--- src/rtl/frac_logic_pkg.sv ---
// Shared definitions for the fracturable LUT-K logic element.
// Holds the configuration-load state enum, the configuration width
// function and the offsets of the mode bits that sit above the truth table.
package frac_logic_pkg;

   // Configuration-segment load state
   typedef enum logic [1:0] {
      ST_EMPTY = 2'd0,   // nothing loaded (after reset or aborted load)
      ST_LOAD  = 2'd1,   // bits are being shifted in
      ST_READY = 2'd2    // full segment loaded, element operating
   } cfg_state_e;

   // Mode-bit offsets, relative to the first bit above the 2**K truth table
   localparam int OFS_SEL  = 0;   // out0: 1 = full LUT-K, 0 = lower half
   localparam int OFS_REG0 = 1;   // out0 registered
   localparam int OFS_REG1 = 2;   // out1 registered

   // Configuration bits per instance: truth table plus three mode bits
   function automatic int cfg_width(input int k);
      return (1 << k) + 3;
   endfunction

endpackage

--- src/rtl/frac_logic_ccff_chain.sv ---
// Configuration-chain segment of the fracturable logic element.
// Serial shift register with a saturating shift counter and a load-tracking
// FSM that raises cfg_done once exactly a full segment has been shifted in.
// Ports:
//   prog_clk  - shared fabric/programming clock, rising edge
//   pReset    - asynchronous active-low reset
//   ccff_head - serial configuration data in
//   ccff_en   - shift enable
//   cfg       - parallel configuration contents (cfg[CFG_W-1] is the tail)
//   cfg_done  - registered "segment loaded and operating" flag
module frac_logic_ccff_chain
   import frac_logic_pkg::*;
#(
   parameter int K     = 4,
   parameter int CFG_W = cfg_width(K)
) (
   input  logic             prog_clk,
   input  logic             pReset,
   input  logic             ccff_head,
   input  logic             ccff_en,
   output logic [CFG_W-1:0] cfg,
   output logic             cfg_done
);

   localparam int CNT_W = $clog2(CFG_W + 1);
   localparam logic [CNT_W-1:0] CNT_MAX = CNT_W'(CFG_W);
   localparam logic [CNT_W-1:0] CNT_ONE = CNT_W'(1);

   logic [CFG_W-1:0] cfg_d,      cfg_q;
   logic [CNT_W-1:0] cnt_d,      cnt_q;
   cfg_state_e       state_d,    state_q;
   logic             cfg_done_d, cfg_done_q;

   // Next-state logic: shifting, counting and load tracking
   always_comb begin
      cfg_d   = cfg_q;
      cnt_d   = cnt_q;
      state_d = state_q;

      // Shifting is independent of the FSM so data keeps flowing downstream
      // after this segment has saturated.
      if (ccff_en) begin
         cfg_d = {cfg_q[CFG_W-2:0], ccff_head};
      end else begin
         cfg_d = cfg_q;
      end

      case (state_q)
         ST_EMPTY: begin
            if (ccff_en) begin
               state_d = ST_LOAD;
               cnt_d   = CNT_ONE;
            end else begin
               state_d = ST_EMPTY;
            end
         end
         ST_LOAD: begin
            if (ccff_en) begin
               if (cnt_q != CNT_MAX) begin
                  cnt_d = cnt_q + CNT_ONE;
               end else begin
                  cnt_d = cnt_q;
               end
            end else if (cnt_q == CNT_MAX) begin
               state_d = ST_READY;
            end else begin
               // Aborted load: forget the partial segment entirely
               state_d = ST_EMPTY;
               cnt_d   = '0;
               cfg_d   = '0;
            end
         end
         ST_READY: begin
            if (ccff_en) begin
               state_d = ST_LOAD;
               cnt_d   = CNT_ONE;
            end else begin
               state_d = ST_READY;
            end
         end
         default: begin
            state_d = ST_EMPTY;
            cnt_d   = '0;
            cfg_d   = '0;
         end
      endcase

      cfg_done_d = (state_d == ST_READY);
   end

   // State registers
   always_ff @(posedge prog_clk or negedge pReset) begin
      if (!pReset) begin
         cfg_q      <= '0;
         cnt_q      <= '0;
         state_q    <= ST_EMPTY;
         cfg_done_q <= 1'b0;
      end else begin
         cfg_q      <= cfg_d;
         cnt_q      <= cnt_d;
         state_q    <= state_d;
         cfg_done_q <= cfg_done_d;
      end
   end

   assign cfg      = cfg_q;
   assign cfg_done = cfg_done_q;

endmodule

--- src/rtl/frac_logic_k_cfg.sv ---
// Fracturable LUT-K logic element with its own configuration segment.
// The LUT-K splits into two LUT-(K-1) halves; out0 selects full LUT-K or the
// lower half, out1 is always the upper half. Each output can be registered.
// Ports:
//   prog_clk       - shared fabric/programming clock, rising edge
//   pReset         - asynchronous active-low reset
//   ccff_head      - serial configuration data in
//   ccff_en        - configuration shift enable
//   frac_logic_in  - K LUT inputs (unsigned index, bit 0 = LSB)
//   ff_en          - clock enable of the output registers
//   ccff_tail      - serial configuration data out
//   cfg_done       - element configured and operating
//   frac_logic_out - two logic outputs, forced low until configured
module frac_logic_k_cfg
   import frac_logic_pkg::*;
#(
   parameter int K = 4
) (
   input  logic         prog_clk,
   input  logic         pReset,
   input  logic         ccff_head,
   input  logic         ccff_en,
   input  logic [K-1:0] frac_logic_in,
   input  logic         ff_en,
   output logic         ccff_tail,
   output logic         cfg_done,
   output logic [1:0]   frac_logic_out
);

   localparam int CFG_W = cfg_width(K);
   localparam int LUT_N = 1 << K;

   logic [CFG_W-1:0] cfg_s;
   logic             cfg_done_s;
   logic [K-2:0]     lo_idx_s;
   logic             lo_s, hi_s, lutk_s;
   logic [1:0]       c_s;
   logic [1:0]       q_d, q_q;
   logic             sel_s, reg0_s, reg1_s;

   frac_logic_ccff_chain #(
      .K     (K),
      .CFG_W (CFG_W)
   ) u_chain (
      .prog_clk  (prog_clk),
      .pReset    (pReset),
      .ccff_head (ccff_head),
      .ccff_en   (ccff_en),
      .cfg       (cfg_s),
      .cfg_done  (cfg_done_s)
   );

   assign sel_s  = cfg_s[LUT_N + OFS_SEL];
   assign reg0_s = cfg_s[LUT_N + OFS_REG0];
   assign reg1_s = cfg_s[LUT_N + OFS_REG1];

   // LUT decode: both halves share the low K-1 index bits; the top input
   // picks between them to form the full LUT-K.
   always_comb begin
      lo_idx_s = frac_logic_in[K-2:0];
      lo_s     = cfg_s[lo_idx_s];
      hi_s     = cfg_s[{1'b1, lo_idx_s}];
      if (frac_logic_in[K-1]) begin
         lutk_s = hi_s;
      end else begin
         lutk_s = lo_s;
      end
      if (sel_s) begin
         c_s[0] = lutk_s;
      end else begin
         c_s[0] = lo_s;
      end
      c_s[1] = hi_s;
   end

   // Output register next value; a reconfiguration start overrides ff_en
   always_comb begin
      q_d = q_q;
      if (ccff_en) begin
         q_d = 2'b00;
      end else if (cfg_done_s && ff_en) begin
         q_d = c_s;
      end else begin
         q_d = q_q;
      end
   end

   // Output registers
   always_ff @(posedge prog_clk or negedge pReset) begin
      if (!pReset) begin
         q_q <= 2'b00;
      end else begin
         q_q <= q_d;
      end
   end

   // Output select, gated low while the element is not configured
   always_comb begin
      frac_logic_out = 2'b00;
      if (cfg_done_s) begin
         frac_logic_out[0] = reg0_s ? q_q[0] : c_s[0];
         frac_logic_out[1] = reg1_s ? q_q[1] : c_s[1];
      end else begin
         frac_logic_out = 2'b00;
      end
   end

   assign ccff_tail = cfg_s[CFG_W-1];
   assign cfg_done  = cfg_done_s;

endmodule

--- config.mk ---
export PLATFORM = sky130hd
export DESIGN_NAME = frac_logic_k_cfg
export DESIGN_NICKNAME = d
export VERILOG_FILES = /design/src/rtl/frac_logic_pkg.sv /design/src/rtl/frac_logic_ccff_chain.sv /design/src/rtl/frac_logic_k_cfg.sv
export SDC_FILE = /design/constraint.sdc
export NUM_CORES = 1
export LEC_CHECK = 0
export ABC_AREA = 1
export BUFFER_PORTS_ARGS = -buffer_cell sky130_fd_sc_hd__buf_4
export CORE_ASPECT_RATIO = 0.8
export CORE_MARGIN = 2
export CORE_UTILIZATION = 61
export CTS_BUF_LIST = sky130_fd_sc_hd__clkbuf_8
export DETAILED_ROUTE_END_ITERATION = 10
export PLACE_DENSITY_LB_ADDON = 0.2
export SLEW_MARGIN = 20
export SYNTH_ARGS = -nofsm -noshare
export SYNTH_HDL_FRONTEND = slang
export SYNTH_SLANG_ARGS = --single-unit
--- constraint.sdc ---
create_clock -name prog_clk -period 1.6 [get_ports prog_clk]
set_clock_uncertainty 0.15 [all_clocks]
set_input_delay 0.32 -clock prog_clk [delete_from_list [all_inputs] [get_ports prog_clk]]
set_output_delay 0.32 -clock prog_clk [all_outputs]
set_load 0.005 [all_outputs]
# After elaboration in Yosys (flattened, before gate mapping)

Cells that the tools add are included.

Register bits: 29
Input port bits: 9
Output and inout bits: 4
Logic and storage cells: 46

Add/sub/neg operators: 1
Order comparisons: 2
Equality and inequality tests: 8
Mux-type cells: 25
Reductions and logical operators: 5

Operators with widths:

| cell                | count |
|---|---|
| $mux 19             | 3 |
| $pmux 19 s2         | 1 |
| $mux 5              | 4 |
| $mux 2              | 6 |
| $pmux 5 s2          | 1 |
| $mux 1              | 7 |
| $bmux 1 s3          | 2 |
| $lt 3x6->1 const B  | 1 |
| $lt 4x6->1 const B  | 1 |
| $pmux 2 s3          | 1 |
| $add 5x1->5 const B | 1 |
| $eq 5x5->1 const B  | 1 |
| $ne 5x5->1 const B  | 1 |
| $eq 2x2->1 const B  | 2 |
| $ne 3x2->1 const B  | 1 |
| $ne 3x3->1 const B  | 1 |
| $reduce_and 3->1    | 1 |
| $eq 2x1->1 const B  | 1 |
| $logic_not 2->1     | 1 |
| $ne 2x1->1 const B  | 1 |
| $reduce_bool 2->1   | 1 |
| $reduce_or 2->1     | 1 |
| $logic_and 1x1->1   | 1 |

# Longest topological paths before layout

Depth after elaboration: 6
Mapped depth: 9
Gate-level depth less buffers: 8

# Modules after synthesis

A second synthesis with hierarchy kept.

Cells, all modules: 197
Area, all modules: 1,621.6 sq um

By module, submodules not included:

| module                | times used | cells each | area each (sq um) |
|---|---|---|---|
| frac_logic_ccff_chain | 1          | 137        | 1,270.0 |
| frac_logic_k_cfg      | 1          | 60         | 351.6 |

# Worst setup path before layout

Ideal clock, no wire load.

Path type: input to output
Start point: input port frac_logic_in[0]
End point: output port frac_logic_out[0]
Data arrival time: 1.015 ns
Data required time: 1.130 ns
Slack: 0.115 ns
Stages: 9
Path through: buf_4 > inv_2 > nand2_1 > nand3_1 > nand3_1 > nand2_1 > nand2_1 > nand2_1 > a21oi_1

Longest elaborated chain between the ends: 6

Ends and longest elaborated chain:

| what                          | RTL line                                       | source |
|---|---|---|
| from (decl)                   | frac_logic_k_cfg.sv:23                         | `input logic [K-1:0] frac_logic_in,` |
| $bmux 1 s3 (on tied branches) | frac_logic_k_cfg.sv:61, frac_logic_k_cfg.sv:62 |  |
| $mux 1 (on tied branches)     | frac_logic_k_cfg.sv:61, frac_logic_k_cfg.sv:62 |  |
| $mux 1                        | frac_logic_k_cfg.sv:63                         | `if (frac_logic_in[K-1]) begin` |
| $mux 1 (*)                    | frac_logic_k_cfg.sv:68                         | `if (sel_s) begin` |
| $mux 1 (*)                    | frac_logic_k_cfg.sv:101                        | `frac_logic_out[0] = reg0_s ? q_q[0] : c_s[0];` |
| $mux 2 (*)                    | frac_logic_k_cfg.sv:100                        | `if (cfg_done_s) begin` |
| to (decl)                     | frac_logic_k_cfg.sv:27                         | `output logic [1:0] frac_logic_out` |

Every way passes the cells marked *; elsewhere a longest branch is shown, timed or not. The select of a mux whose other input is x is not followed.

# Final worst setup path

Start point: register u_chain.cfg_q[13], in the netlist u_chain.cfg[13]
End point: output port frac_logic_out[0]

Longest elaborated chain between the ends: 6

Ends and longest elaborated chain:

| what                         | RTL line                    | source |
|---|---|---|
| from (decl)                  | frac_logic_ccff_chain.sv:29 | `logic [CFG_W-1:0] cfg_d, cfg_q;` |
| from (signal assigned)       | frac_logic_ccff_chain.sv:99 | `cfg_q <= cfg_d;` |
| $bmux 1 s3                   | frac_logic_k_cfg.sv:62      | `hi_s = cfg_s[{1'b1, lo_idx_s}];` |
| $mux 1 (not written as such) | frac_logic_k_cfg.sv:62      |  |
| $mux 1                       | frac_logic_k_cfg.sv:63      |  |
| $mux 1                       | frac_logic_k_cfg.sv:68      |  |
| $mux 1                       | frac_logic_k_cfg.sv:101     |  |
| $mux 2                       | frac_logic_k_cfg.sv:100     |  |

Every way passes these cells. The select of a mux whose other input is x is not followed.

==> qor.yml <==
status:
  outcome: "finished with violations"
  violations: "setup timing"
min_path:
  whs_endpoint: "q_q[0]"
  holdCritStartpoint: "ff_en"
  whs_path_depth: 4
  hp-class: "input port to flip-flop"
global_route:
  antenna_found_initial: 0
  grt_max_degree: 34
  gr-total-overflow: 0
  grt_pass1_wl_um: 5540
  grt_pass1_vias: 1267
  grt_usage_pct: 25.94
logic_synthesis:
  synth-simple-area-share_pct: 26.99
  synth_cell_types: 27
  synthMuxAreaShare_pct: 0
  synth_area_per_cell_sq_um: 8.380
  ys_seq_elements: 29
  synth_fp_nets: 192
  ys_seq_area_share_pct: 47.58
  synth_compound_area_share_pct: 15.01
  synthAdderAreaFrac_pct: 0.8203
  synth_top_family_by_area: "simple AND/OR/NAND/NOR gates"
  netlist_area_sq_um: 1525
  syn_inst: 182
  synth_warnings: 0
  synthXorXnorAreaFrac_pct: 0
sta:
  fmax_ghz: 0.5403
  min_period_ns: 1.851
  worst_slew_pin_slew_ns: 0.3667
  rsz0062_at_grt: "yes"
  finalWorstSetupSlack_ns: -0.2507
  fin_crit_sh_pct: 115.7
  slew_headroom_pct: 75.55
  final_max_slew_viol_count: 0
  hold_slack_ns: 0.2018
  hold_viol: 0
  setup_violations: 2
placed_design:
  place_hpwl_um: 2259
  io_buffers: 12
  dp_cells: 218
  gp_congestion: 0.8973
  place_area_sq_um: 1637
worst_setup_path:
  setup.worst_path.class: "flip-flop to primary output"
  crit_fanout: 3
  r2r-start: "u_chain.cnt_q[1]"
  crit_arrival_ns: 1.38
  path_cells: "inv_2 > nand2_1 > nand3_2 > nand3_2 > nand2_2 > nand2_2 > nand2_2 > a21oi_2 > buf_4"
  cpPeakStageDelay_ns: 0.39
  worstReg2RegEnd: "u_chain.cfg[11]"
  worstPathRequired_ns: 1.13
  reg2reg_depth: 7
  r2r_slack_ns: 0.02
  setup.worst_path.start: "u_chain.cfg[13]"
  crit_top_cell: "nand2_2"
  endpoint_kind: "primary output"
  crit_path_top_delay_cell: "dfrtp_1"
  cp-start-kind: "flip-flop"
drt:
  ant_nets: 0
  wl_um: 3692
  via_per_inst: 5.631
  first_iter_violations: 85
  firstDrtPassIters: 4
  wl_per_cell_um: 15.64
  drc: 0
  num_vias: 1329
clocking:
  clk_latency_ns: 0.29
  cts_buffers: 5
  cts_root_buffer: "clkbuf_8"
  cts_tree: "done"
  clk_path_buf_depth: 2
  htree_levels: 2
  clk_pin_slew_ns: 0.06
  clock_sinks: 29
floorplanning:
  initial_core_util_pct: 63.49
  core_sq_um: 2402
  die_w_um: 59.91
  io_pins: 13
  rows: 16
  dieArea_sq_um: 2919
  fp.dieH_um: 48.73
power:
  leakagePower_nw: 0.9037
  power.density_nw_per_um2: 958.1
  pwr-share-clk_pct: 31.8
  switching_share_pct: 30.76
  switchingPower_mw: 0.5598
  p_comb_share_pct: 20.8
  vdd_drop_max_v: 0.0007397
  p_int_mw: 1.260
  pwr-share-seq_pct: 47.4
cells_and_area:
  instances_no_fill: 236
  nFillCells: 157
  nNetsFinal: 218
  syn_to_final_growth_pct: 24.53
  diodes: 0
  fin_area_sq_um: 1899
  layout-drive-gt1-share_pct: 37.32
  fin_util_pct: 79.06
run:
  drv_cap: 0
[cells in the final DEF (no fill, tap or decap), types with 2 or more instances in the layout]
cell type	n
nor2_1	26
o31ai_1	2
dfrtp_1	29
inv_1	15
a21oi_1	4
clkbuf_8	5
o21ai_0	4
nand3_2	5
nor3_2	3
o21ai_1	2
clkinv_2	2
nand2_1	24
nand3_1	18
a211oi_1	3
a211oi_2	12
buf_4	26
inv_2	10
nand2_2	7
[synth_stat cells, drive strengths merged]
| cell type | n | share of area (%) |
|---|---|---|
| o22a | 1 | 0.57 |
| a211oi | 15 | 9.4 |
| ha | 1 | 0.82 |
| nand3 | 23 | 7.9 |
| a22oi | 1 | 0.49 |
| clkbuf | 4 | 0.98 |
| a21oi | 5 | 1.6 |
| inv | 25 | 6.3 |
| or2 | 2 | 0.82 |
| nor2 | 27 | 7.1 |
| o21ai | 6 | 2.0 |
| dfrtp | 29 | 48 |
| nand2 | 32 | 8.0 |
| nor3 | 4 | 2.6 |
| buf | 4 | 2.3 |
| o31ai | 2 | 0.98 |
| nor3b | 1 | 0.49 |
[metrics by stage]
stage          setup WS (ns)  power, mW  setup TNS (ns)
2_1_floorplan         0.1152      1.051               0
3_3_place_gp        -0.04607      1.132        -0.04607
3_5_place_dp        -0.09246      1.153         -0.1167
4_1_cts              -0.2524      1.739         -0.4271
5_1_grt              -0.3650      1.911         -0.7346
6_report             -0.2507      1.820         -0.4479
[critical path, delay by kind of cell, from the launching register on]
kind,cells,cell delay (ns)
and+or+nand+nor,6,0.43
DFF,1,0.39
buffers and inverters,2,0.21
AOI/OAI and AO/OA,1,0.05
[worst max-delay path by stage]
stage               depth (start not counted)  slack [ns]                end
floorplan                                   9        0.12  frac_logic_out[0]
global placement                           10       -0.05  frac_logic_out[0]
detailed placement                         10       -0.09  frac_logic_out[0]
CTS                                         9       -0.25  frac_logic_out[0]
global route                                9       -0.37  frac_logic_out[0]
finish                                      9       -0.25  frac_logic_out[0]
[logic make-up after synthesis]
logic type	count (synthesis)
AOI/OAI and AO/OA	30
adders and majority gates	1
buffers and inverters	33
DFF	29
and+or+nand+nor	89
[state kept, by name, summed over array words and instances, names as in the netlist]
register / count
u_chain.cnt_q: 5
u_chain.state_q: 2
u_chain.cfg: 19
q_q: 2
u_chain.cfg_done: 1
[power groups by stage]
stage                     Sequential [mW]  Clock (mW)  Combinational (mW)
after CTS                           0.854       0.582               0.304
final                               0.862       0.578               0.379
after global placement              0.859           0               0.273
after detailed placement            0.865           0               0.288
after floorplan                     0.846           0               0.204
after global routing                0.869       0.621               0.421
[timing repair]
item,CTS,global route
setup buffers,2,7
cloned,0,0
hold buffers,1,0
endpoints found under the hold margin,29,0
setup endpoints to repair,4,25
gates resized for setup,6,26
pin swaps,2,4
[layout make-up]
class	count	area (sq um)	area share, %
clock buffer	5	68.82	3.623
clock inverter	3	13.76	0.7246
inverter	25	98.84	5.204
multi-input combinational	120	753.2	39.66
sequential	29	725.7	38.21
tap	27	33.78	1.779
timing repair buffer	27	205.2	10.80
[metal layers]
| metal | global-route usage, % | wire (um) | vias up |
|---|---|---|---|
| li1 | - | - | 649 |
| met1 | 32.63 | 1530 | 643 |
| met2 | 40.22 | 1908 | 27 |
| met3 | 11.76 | 174 | 10 |
| met4 | 7.037 | 79 | 0 |
| met5 | 0 | 0 | - |
(Power assumes the default switching activity.)
